## src/rtl/adc_scan_ctrl_pkg.sv

```systemverilog
// Shared constants, FSM encoding and channel/address helpers for the ADC128S022 scan sequencer.
package adc_scan_ctrl_pkg;

    localparam int ADC_FRAME_BITS     = 16;
    localparam int ADC_DATA_W         = 12;
    localparam int ADC_CH_W           = 3;
    localparam int ADC_NUM_CH         = 8;
    localparam int ADC_ADDR_FIRST_BIT = 2;
    localparam int ADC_DATA_FIRST_BIT = 4;
    localparam int HALF_W             = $clog2(2 * ADC_FRAME_BITS);

    typedef enum logic [1:0] {
        ST_IDLE  = 2'd0,
        ST_START = 2'd1,
        ST_SHIFT = 2'd2,
        ST_STOP  = 2'd3
    } state_e;

    // Lowest enabled channel strictly above 'last', wrapping; a lone bit maps back onto itself.
    function automatic logic [ADC_CH_W-1:0] next_ch(input logic [ADC_NUM_CH-1:0] mask,
                                                    input logic [ADC_CH_W-1:0]   last);
        logic [ADC_CH_W-1:0] c;
        logic                found;
        next_ch = last;
        found   = 1'b0;
        for (int i = 1; i <= ADC_NUM_CH; i++) begin
            c = last + ADC_CH_W'(i);
            if (!found && mask[c]) begin
                next_ch = c;
                found   = 1'b1;
            end
        end
    endfunction

    function automatic logic addr_bit(input logic [ADC_CH_W-1:0] addr, input logic [3:0] k);
        addr_bit = 1'b0;
        for (int i = 0; i < ADC_CH_W; i++) begin
            if (k == 4'(ADC_ADDR_FIRST_BIT + i)) addr_bit = addr[ADC_CH_W-1-i];
        end
    endfunction

endpackage

```

## src/rtl/adc_scan_ctrl_sclk_gen.sv

```systemverilog
// Half-period timer for the ADC serial clock: end-of-half strobe plus the SHIFT half-period index.
module adc_scan_ctrl_sclk_gen
    import adc_scan_ctrl_pkg::*;
#(
    parameter int unsigned CLK_DIV = 16
) (
    input  logic              clk,
    input  logic              rst,
    input  logic              run_i,
    input  logic              shift_i,
    output logic              half_end_o,
    output logic [HALF_W-1:0] half_o,
    output logic [HALF_W-1:0] half_nxt_o
);

    localparam int CNT_W = $clog2(CLK_DIV);

    logic [CNT_W-1:0]  cnt_q, cnt_d;
    logic [HALF_W-1:0] half_q;

    assign half_end_o = (cnt_q == CNT_W'(CLK_DIV - 1));
    assign half_o     = half_q;

    always_comb begin
        cnt_d      = '0;
        half_nxt_o = '0;
        if (run_i && !half_end_o) cnt_d = cnt_q + 1'b1;
        // Index is held at zero outside SHIFT so every frame begins on the bit-0 low phase.
        if (shift_i) half_nxt_o = half_end_o ? half_q + 1'b1 : half_q;
    end

    always_ff @(posedge clk or posedge rst) begin
        if (rst) begin
            cnt_q  <= '0;
            half_q <= '0;
        end else begin
            cnt_q  <= cnt_d;
            half_q <= half_nxt_o;
        end
    end

endmodule

```

## src/rtl/adc_scan_ctrl.sv

```systemverilog
// ADC128S022 scan sequencer: frames CS_N/SCLK/SADDR, round-robins enabled channels and emits
// one tagged sample per frame (data of frame N belongs to the address sent in frame N-1).
module adc_scan_ctrl
    import adc_scan_ctrl_pkg::*;
#(
    parameter int unsigned CLK_DIV = 16
) (
    input  logic                  clk,
    input  logic                  rst,
    input  logic                  enable,
    input  logic [ADC_NUM_CH-1:0] ch_mask,
    output logic                  adc_cs_n,
    output logic                  adc_sclk,
    output logic                  adc_saddr,
    input  logic                  adc_sdat,
    output logic                  busy,
    output logic                  sample_valid,
    output logic [ADC_CH_W-1:0]   sample_ch,
    output logic [ADC_DATA_W-1:0] sample_data
);

    state_e                state_q, state_d;
    logic [ADC_CH_W-1:0]   addr_q, addr_d;
    logic [ADC_CH_W-1:0]   prev_addr_q, prev_addr_d;
    logic                  prev_valid_q, prev_valid_d;
    logic [ADC_DATA_W-1:0] data_q, data_d;
    logic                  cs_n_q, cs_n_d, sclk_q, sclk_d, saddr_q, saddr_d, busy_q, busy_d;
    logic                  valid_q, valid_d;
    logic [ADC_CH_W-1:0]   ch_q, ch_d;
    logic [ADC_DATA_W-1:0] sdata_q, sdata_d;

    logic                  half_end, go, rise;
    logic [HALF_W-1:0]     half_q, half_nxt;
    logic [3:0]            bit_k;

    adc_scan_ctrl_sclk_gen #(.CLK_DIV(CLK_DIV)) u_sclk_gen (
        .clk        (clk),
        .rst        (rst),
        .run_i      (state_q != ST_IDLE),
        .shift_i    (state_q == ST_SHIFT),
        .half_end_o (half_end),
        .half_o     (half_q),
        .half_nxt_o (half_nxt)
    );

    assign go    = enable && (|ch_mask);
    assign bit_k = half_q[HALF_W-1:1];
    // Last clk of a low half: SCLK rises on this edge, and DOUT has been stable since the fall.
    assign rise  = (state_q == ST_SHIFT) && half_end && !half_q[0];

    always_comb begin
        state_d      = state_q;
        addr_d       = addr_q;
        prev_addr_d  = prev_addr_q;
        prev_valid_d = prev_valid_q;
        data_d       = data_q;
        valid_d      = 1'b0;
        ch_d         = ch_q;
        sdata_d      = sdata_q;
        case (state_q)
            ST_IDLE: begin
                prev_valid_d = 1'b0;
                if (go) begin
                    state_d = ST_START;
                    addr_d  = next_ch(ch_mask, ADC_CH_W'(ADC_NUM_CH - 1));
                end
            end
            ST_START: begin
                if (half_end) state_d = ST_SHIFT;
            end
            ST_SHIFT: begin
                if (rise && bit_k >= 4'(ADC_DATA_FIRST_BIT))
                    data_d = {data_q[ADC_DATA_W-2:0], adc_sdat};
                if (half_end && half_q == HALF_W'(2 * ADC_FRAME_BITS - 1)) begin
                    state_d      = ST_STOP;
                    valid_d      = prev_valid_q;
                    if (prev_valid_q) begin
                        ch_d    = prev_addr_q;
                        sdata_d = data_q;
                    end
                    prev_addr_d  = addr_q;
                    prev_valid_d = 1'b1;
                end
            end
            ST_STOP: begin
                if (half_end) begin
                    if (go) begin
                        state_d = ST_START;
                        addr_d  = next_ch(ch_mask, addr_q);
                    end else begin
                        state_d      = ST_IDLE;
                        prev_valid_d = 1'b0;
                    end
                end
            end
            default: state_d = ST_IDLE;
        endcase

        // Pin drives are registered from the next state so they switch together with it.
        cs_n_d  = !(state_d == ST_START || state_d == ST_SHIFT);
        sclk_d  = !(state_d == ST_SHIFT && !half_nxt[0]);
        saddr_d = (state_d == ST_SHIFT) ? addr_bit(addr_q, half_nxt[HALF_W-1:1]) : 1'b0;
        busy_d  = (state_d != ST_IDLE);
    end

    always_ff @(posedge clk or posedge rst) begin
        if (rst) begin
            state_q      <= ST_IDLE;
            addr_q       <= '0;
            prev_addr_q  <= '0;
            prev_valid_q <= 1'b0;
            cs_n_q       <= 1'b1;
            sclk_q       <= 1'b1;
            saddr_q      <= 1'b0;
            busy_q       <= 1'b0;
            valid_q      <= 1'b0;
            ch_q         <= '0;
            sdata_q      <= '0;
        end else begin
            state_q      <= state_d;
            addr_q       <= addr_d;
            prev_addr_q  <= prev_addr_d;
            prev_valid_q <= prev_valid_d;
            cs_n_q       <= cs_n_d;
            sclk_q       <= sclk_d;
            saddr_q      <= saddr_d;
            busy_q       <= busy_d;
            valid_q      <= valid_d;
            ch_q         <= ch_d;
            sdata_q      <= sdata_d;
        end
    end

    always_ff @(posedge clk) begin
        data_q <= data_d;
    end

    assign adc_cs_n     = cs_n_q;
    assign adc_sclk     = sclk_q;
    assign adc_saddr    = saddr_q;
    assign busy         = busy_q;
    assign sample_valid = valid_q;
    assign sample_ch    = ch_q;
    assign sample_data  = sdata_q;

endmodule

```

## config.mk

```make
export PLATFORM = sky130hd
export DESIGN_NAME = adc_scan_ctrl
export DESIGN_NICKNAME = d
export VERILOG_FILES = /design/src/rtl/adc_scan_ctrl_pkg.sv /design/src/rtl/adc_scan_ctrl_sclk_gen.sv /design/src/rtl/adc_scan_ctrl.sv
export SDC_FILE = /design/constraint.sdc
export NUM_CORES = 1
export LEC_CHECK = 0
export CORE_MARGIN = 2
export CORE_UTILIZATION = 55
export DETAILED_ROUTE_END_ITERATION = 10
export PLACE_DENSITY = 0.78
export SLEW_MARGIN = 20
export SYNTH_ARGS = -nofsm -noshare
export SYNTH_HDL_FRONTEND = slang
export SYNTH_SLANG_ARGS = --single-unit
export TNS_END_PERCENT = 30
```

## constraint.sdc

```tcl
create_clock -name clk -period 6.1 [get_ports clk]
set_clock_uncertainty 0.1 [all_clocks]
set_input_delay 0.915 -clock clk [delete_from_list [all_inputs] [get_ports clk]]
set_output_delay 0.915 -clock clk [all_outputs]
set_load 0.05 [all_outputs]
```

After elaboration in Yosys (flattened, before gate mapping)

Cells that the tools add are included.
Widths: inputs -> output; s select.

Register bits: 50
Bits in latches: 0
Memory bits (writable): 0
Bits in read-only memories: 0
Input port bits: 12
Output and inout bits: 20
Memories: 0

Add/subtract/negate cells: 9
$mul: 0
Divide/modulo/power cells: 0
Magnitude comparators: 9
Eq/ne operators: 17
Shifts and indexed selects: 0
Multiplexer cells: 104
Bitwise operators: 0
Reduce and logical (&&, ||, !) cells: 52

Operator list:

| kind                | number |
|---|---|
| $mux 1              | 67 |
| $mux 3              | 19 |
| $lt 3x4->1 const B  | 8 |
| $bmux 1 s3          | 8 |
| $logic_and 1x1->1   | 21 |
| $logic_not 1->1     | 19 |
| $add 3x3->3 const B | 4 |
| $ne 2x2->1 const B  | 6 |
| $mux 5              | 2 |
| $eq 4x2->1 const B  | 2 |
| $mux 2              | 4 |
| $ne 8x8->1 const B  | 1 |
| $pmux 2 s4          | 1 |
| $reduce_or 8->1     | 1 |
| $add 3x2->3 const B | 2 |
| $eq 2x2->1 const B  | 3 |
| $pmux 3 s2          | 1 |
| $reduce_and 6->1    | 1 |
| $reduce_bool 2->1   | 3 |
| $add 5x1->5 const B | 1 |
| $eq 5x5->1 const B  | 1 |
| $add 4x1->4 const B | 1 |
| $eq 2x1->1 const B  | 2 |
| $eq 4x3->1 const B  | 1 |
| 11 further kinds    | 12 |

Depth between registers and ports, before layout

Depth in word-level cells: 49
Mapped depth: 13
Mapped depth without buffers: 10

Modules after synthesis

From an unflattened synthesis, not the netlist that was laid out.

Cells, all modules: 277
Area total of the unflattened synthesis: 2,846.5 um^2

By module, submodules not included:

| module                 | instances | cells an instance | area an instance (um^2) |
|---|---|---|---|
| adc_scan_ctrl          | 1         | 239               | 2,413.6 |
| adc_scan_ctrl_sclk_gen | 1         | 38                | 432.9 |

Worst setup path after synthesis

No wires, ideal clock.

Kind: register -> register
From: register addr_q[0]
To: register addr_q[1]
Library setup time: 0.127 ns
Arrival: 3.260 ns
Data required time: 5.873 ns
Path slack: 2.613 ns
Cell stages (with the launch flop): 13
Path buffers: 3
Period minus slack after synthesis: 3.487 ns
Path through: dfrtp_1 -> buf_2 -> inv_1 -> clkbuf_1 -> ha_1 -> buf_2 -> mux4_2 -> mux2i_4 -> nand2b_4 -> or4_4 -> o21ai_4 -> or2_2 -> mux2_1

Cells in the longest elaborated chain, start to end: 47
Elaborated cells between the ends (all ways): 79
Classes of those cells: add/sub (7); eq/ne (2); mux (55); reduce/logical (15)

RTL lines:

| item                         | RTL line                | RTL |
|---|---|---|
| start, declared              | adc_scan_ctrl.sv:23     | `logic [ADC_CH_W-1:0] addr_q, addr_d;` |
| start signal, assigned       | adc_scan_ctrl.sv:121    | `addr_q <= addr_d;` |
| $add 3x1->3                  | adc_scan_ctrl_pkg.sv:27 | `c = last + ADC_CH_W'(i);` |
| $bmux 1 s3                   | adc_scan_ctrl_pkg.sv:28 | `if (!found && mask[c]) begin` |
| $mux 1 (implied by the code) | adc_scan_ctrl_pkg.sv:28 |  |
| $mux 1                       | adc_scan_ctrl_pkg.sv:28 |  |
| $mux 1                       | adc_scan_ctrl.sv:87     | `if (go) begin` |
| $mux 1                       | adc_scan_ctrl.sv:86     | `if (half_end) begin` |
| $mux 1                       | adc_scan_ctrl.sv:60     | `case (state_q)` |
| $logic_not 1->1              | adc_scan_ctrl_pkg.sv:28 |  |
| [... 31 more ...]            | --                      |  |
| $mux 1                       | adc_scan_ctrl_pkg.sv:28 |  |
| $mux 1                       | adc_scan_ctrl.sv:87     |  |
| $mux 1                       | adc_scan_ctrl.sv:86     |  |
| $mux 1                       | adc_scan_ctrl.sv:60     |  |
| $logic_not 1->1              | adc_scan_ctrl_pkg.sv:28 |  |
| $logic_and 1x1->1            | adc_scan_ctrl_pkg.sv:28 |  |
| $ne 2x2->1 (no line)         | --                      |  |
| $reduce_and 6->1 (no line)   | --                      |  |

Parallel ways exist; a longest one is shown, timed or not. The select of a mux whose other input is x is not followed.
A chain may end at the register's enable or synchronous reset.

Final worst setup path

Ends and elaborated chain as after synthesis.

==> Implementation_results.wiki <==
{| class="wikitable"
! Metric !! Value
|-
| Result of the run || finished, final reports clean
|-
| Maximum clock insertion buffer count || 2
|-
| Clock Tree Root || clkbuf_8
|-
| TritonCTS clock tree || yes
|-
| Pin count of the biggest net entering global routing || 39
|-
| # port buffers || 31
|-
| Initial antenna violation count || 0
|-
| Number of DRC markers in iteration 0 || 177
|-
| Total Neg Setup Slack || 0 ns
|-
| Number of global-route vias before repair || about 2100
|-
| Final Hold Fails || 0
|-
| Clock transition at the registers of the reported paths || around 0.090 ns
|-
| Flop and latch count out of synthesis || 50
|-
| Area of the core || about 5400 um2
|-
| Global placement routability congestion || between 0.9 and 1
|-
| Synth unique cells || 54
|-
| Async set-or-reset flop fraction in the synthesized netlist || 0.760
|-
| CP required || 6.19 ns
|-
| Area growth syn-to-layout || 14.3%
|-
| Final standard cell utilization of the core || 0.646
|-
| Clock latency on the worst-skew pair || about 0.3 ns
|-
| Source of the worst register-to-register timing path || addr_q[0]
|-
| Most common flop cell mapped by yosys || dfrtp_1
|-
| Pleak || 1.45 nW
|-
| Achievable clock frequency || 237 MHz
|-
| Source of the worst hold timing path || data_q[10]
|-
| Portion of the post-synthesis area used by sequential elements || 0.427
|-
| Share of cells above drive strength 1 || 0.173
|-
| Number of iterations in the first detailed-routing pass || 4
|-
| Number of H-tree levels || 2
|-
| First-pass GRT wire length || around 10000 um
|-
| Total power of the final layout || around 0.7 mW
|-
| Cell area after synthesis || about 3100 um2
|-
| Placed wire-length estimate || 4450 um
|-
| Pwr per Cell Area || 197 nW/um2
|-
| Filler cells || around 410
|-
| Die W || about 80 um
|-
| Die Ht || 78.8 um
|-
| CTS Hold Bufs || 0
|-
| Crit path capture type || flop
|-
| Finished Cell Area || 3520 um2
|-
| Slew of the pin with the lowest slew margin || between 0.8 and 0.9 ns
|-
| Peak supply drop || roughly 0.14 mV
|-
| Reg-to-reg critical path endpoint || addr_q[1]
|-
| Slew headroom || 0.459
|-
| Post-route minimum period || about 4.2 ns
|-
| Number of cell instances on the worst register-to-register path || 10
|-
| Total overflow reported by the global router || 0
|-
| Warning count from the yosys run || 0
|-
| Number of placement rows || 27
|-
| Ports placed on the boundary || 32
|-
| Antenna Diode Count || 0
|-
| Unrepaired setup endpoints after global routing || no
|-
| Number of max-slew violations in the final report || 0
|-
| Startpoint-to-endpoint class of the critical path || flop to flop
|-
| Antenna-violating nets left || 0
|-
| Final Setup Violations || 0
|-
| Total Nets Final || between 300 and 400
|-
| Area of placed instances || between 3000 and 4000 um2
|-
| Worst Hold Path EP || data_q[11]
|-
| Register-to-Register Setup Slack || roughly 1.9 ns
|-
| Die area || 6210 um2
|-
| Kind of launch point of the worst setup path || flop
|-
| Per-cell via count in the routed design || 6.20
|-
| Count of instances resized after the clock tree is built || 0
|-
| Post-CTS Setup Inserts || 0
|-
| Most frequent cells in the layout || dfrtp_1 (36), clkdlybuf4s50_1 (31), nand2_1 (21), mux2_2 (21), inv_1 (18)
|-
| Maximum fanout along the worst path || 19
|-
| Number of standard cells after synthesis || between 200 and 300
|-
| Nets in the synthesized netlist || 303
|-
| Average size of a mapped cell || between 10 and 15 um2
|-
| Max-Cap Viols || 0
|-
| Most common cell after layout, fill and taps aside || dfrtp_1
|-
| DRC violations left || 0
|-
| Overall Global Routing Usage || 0.213
|-
| Type of the tightest min-delay check || flop to flop
|-
| Vias || roughly 2300
|-
| Number of enable-type register cells in the synthesized netlist || 12
|-
| Number of buffers created by CTS || 5
|-
| Number of clock sinks || 50
|-
| Cell depth of the worst hold path || 0
|-
| Arrival time worst endpoint || 4.30 ns
|-
| Final routed wirelength across all metal layers || around 6300 um
|-
| Initial Utilization || 0.566
|-
| Post-route clock period utilization || 0.691
|-
| Per-cell routed wire length || ~17 um
|}
worst max-delay path by stage:
stage                          from         to  slack, ns
after floorplan           addr_q[0]  addr_q[1]       2.61
after global placement    addr_q[0]  addr_q[1]       2.06
after detailed placement  addr_q[0]  addr_q[1]       1.95
after CTS                 addr_q[0]  addr_q[1]       1.92
after global routing      addr_q[0]  addr_q[1]       1.65
final                     addr_q[0]  addr_q[1]       1.88
flip-flops by register name, indices dropped and copies added, names as in the netlist:
name,flops
prev_valid_q,1
u_sclk_gen.half_o,5
sample_valid,1
sample_data,12
adc_sclk,1
adc_saddr,1
sample_ch,3
busy,1
addr_q,3
prev_addr_q,3
data_q,12
state_q,2
adc_cs_n,1
u_sclk_gen.cnt_q,4
where the power goes:
part,switching (mW),total (mW),leakage [nW],internal (mW)
Clock,0.110,0.232,0.0562,0.122
Combinational,0.0618,0.114,0.782,0.0517
Sequential,0.00534,0.347,0.610,0.342
routing by layer:
layer / vias up / wire length, um / global-route usage
li1: 1078 / - / -
met1: 1114 / 2750 / 0.299
met2: 108 / 2940 / 0.334
met3: 13 / 486 / 0.0455
met4: 0 / 80 / 0.0667
met5: - / 0 / 0
worst max-delay path, cell delays in order, from the launching register on:
cell,delay (ns)
dfrtp_1,0.81
inv_1,0.42
ha_1,0.74
mux2_2,0.42
mux2_2,0.30
o221a_2,0.27
a311oi_1,0.25
o221ai_1,0.20
o211ai_1,0.21
a31oi_1,0.10
mux2_1,0.28
kinds of logic (layout without fill, tap and decap cells):
family	count (synthesis)	after routing	synth area share
simple gates	65	65	0.105
mux	47	47	0.212
fa+ha+maj	11	11	0.0447
flops	50	50	0.427
buf+inv	38	59	0.0525
xor+xnor	8	8	0.0228
compound gates	61	61	0.135
Yosys cell counts, types with 3 or more instances:
cell type   n  area share
a211oi_1    3      0.0073
a21oi_1    12       0.020
a31oi_1     4      0.0081
and3_1      3      0.0061
buf_2       5      0.0081
clkbuf_1   11       0.013
dfrtp_1    36        0.29
edfxtp_1   12        0.12
ha_1       11       0.045
inv_1      18       0.022
mux2_2     21       0.077
mux2i_1    12       0.039
mux4_2     11       0.081
nand2_1    21       0.026
nand3_1     6      0.0098
nor2_1     15       0.018
nor3_1      4      0.0065
nor4_1      3      0.0061
o211ai_1    5       0.012
o21a_1      4      0.0098
o21ai_0    10       0.016
o22ai_1     3      0.0061
o31ai_1     5       0.012
xnor2_1     5       0.014
xor2_1      3      0.0085
per-stage QoR:
stage / cells / worst slack, ns / hold WS [ns]
floorplan: 280 / 2.61 / 0.322
global placement: 365 / 2.06 / 0.328
detailed placement: 365 / 1.95 / 0.336
CTS: 373 / 1.92 / 0.360
global route: 373 / 1.65 / 0.373
finish: 373 / 1.88 / 0.356
layout make-up:
type                            count  area (um2)  share of cell area
Multi-Input combinational cell    192        1610               0.457
Sequential cell                    50        1310               0.374
Timing Repair Buffer               33         325              0.0925
Tap cell                           72        90.1              0.0256
Clock buffer                        5        68.8              0.0196
Inverter                           18        67.6              0.0192
Clock inverter                      3        42.5              0.0121
Power figures use the tool's default switching activity.
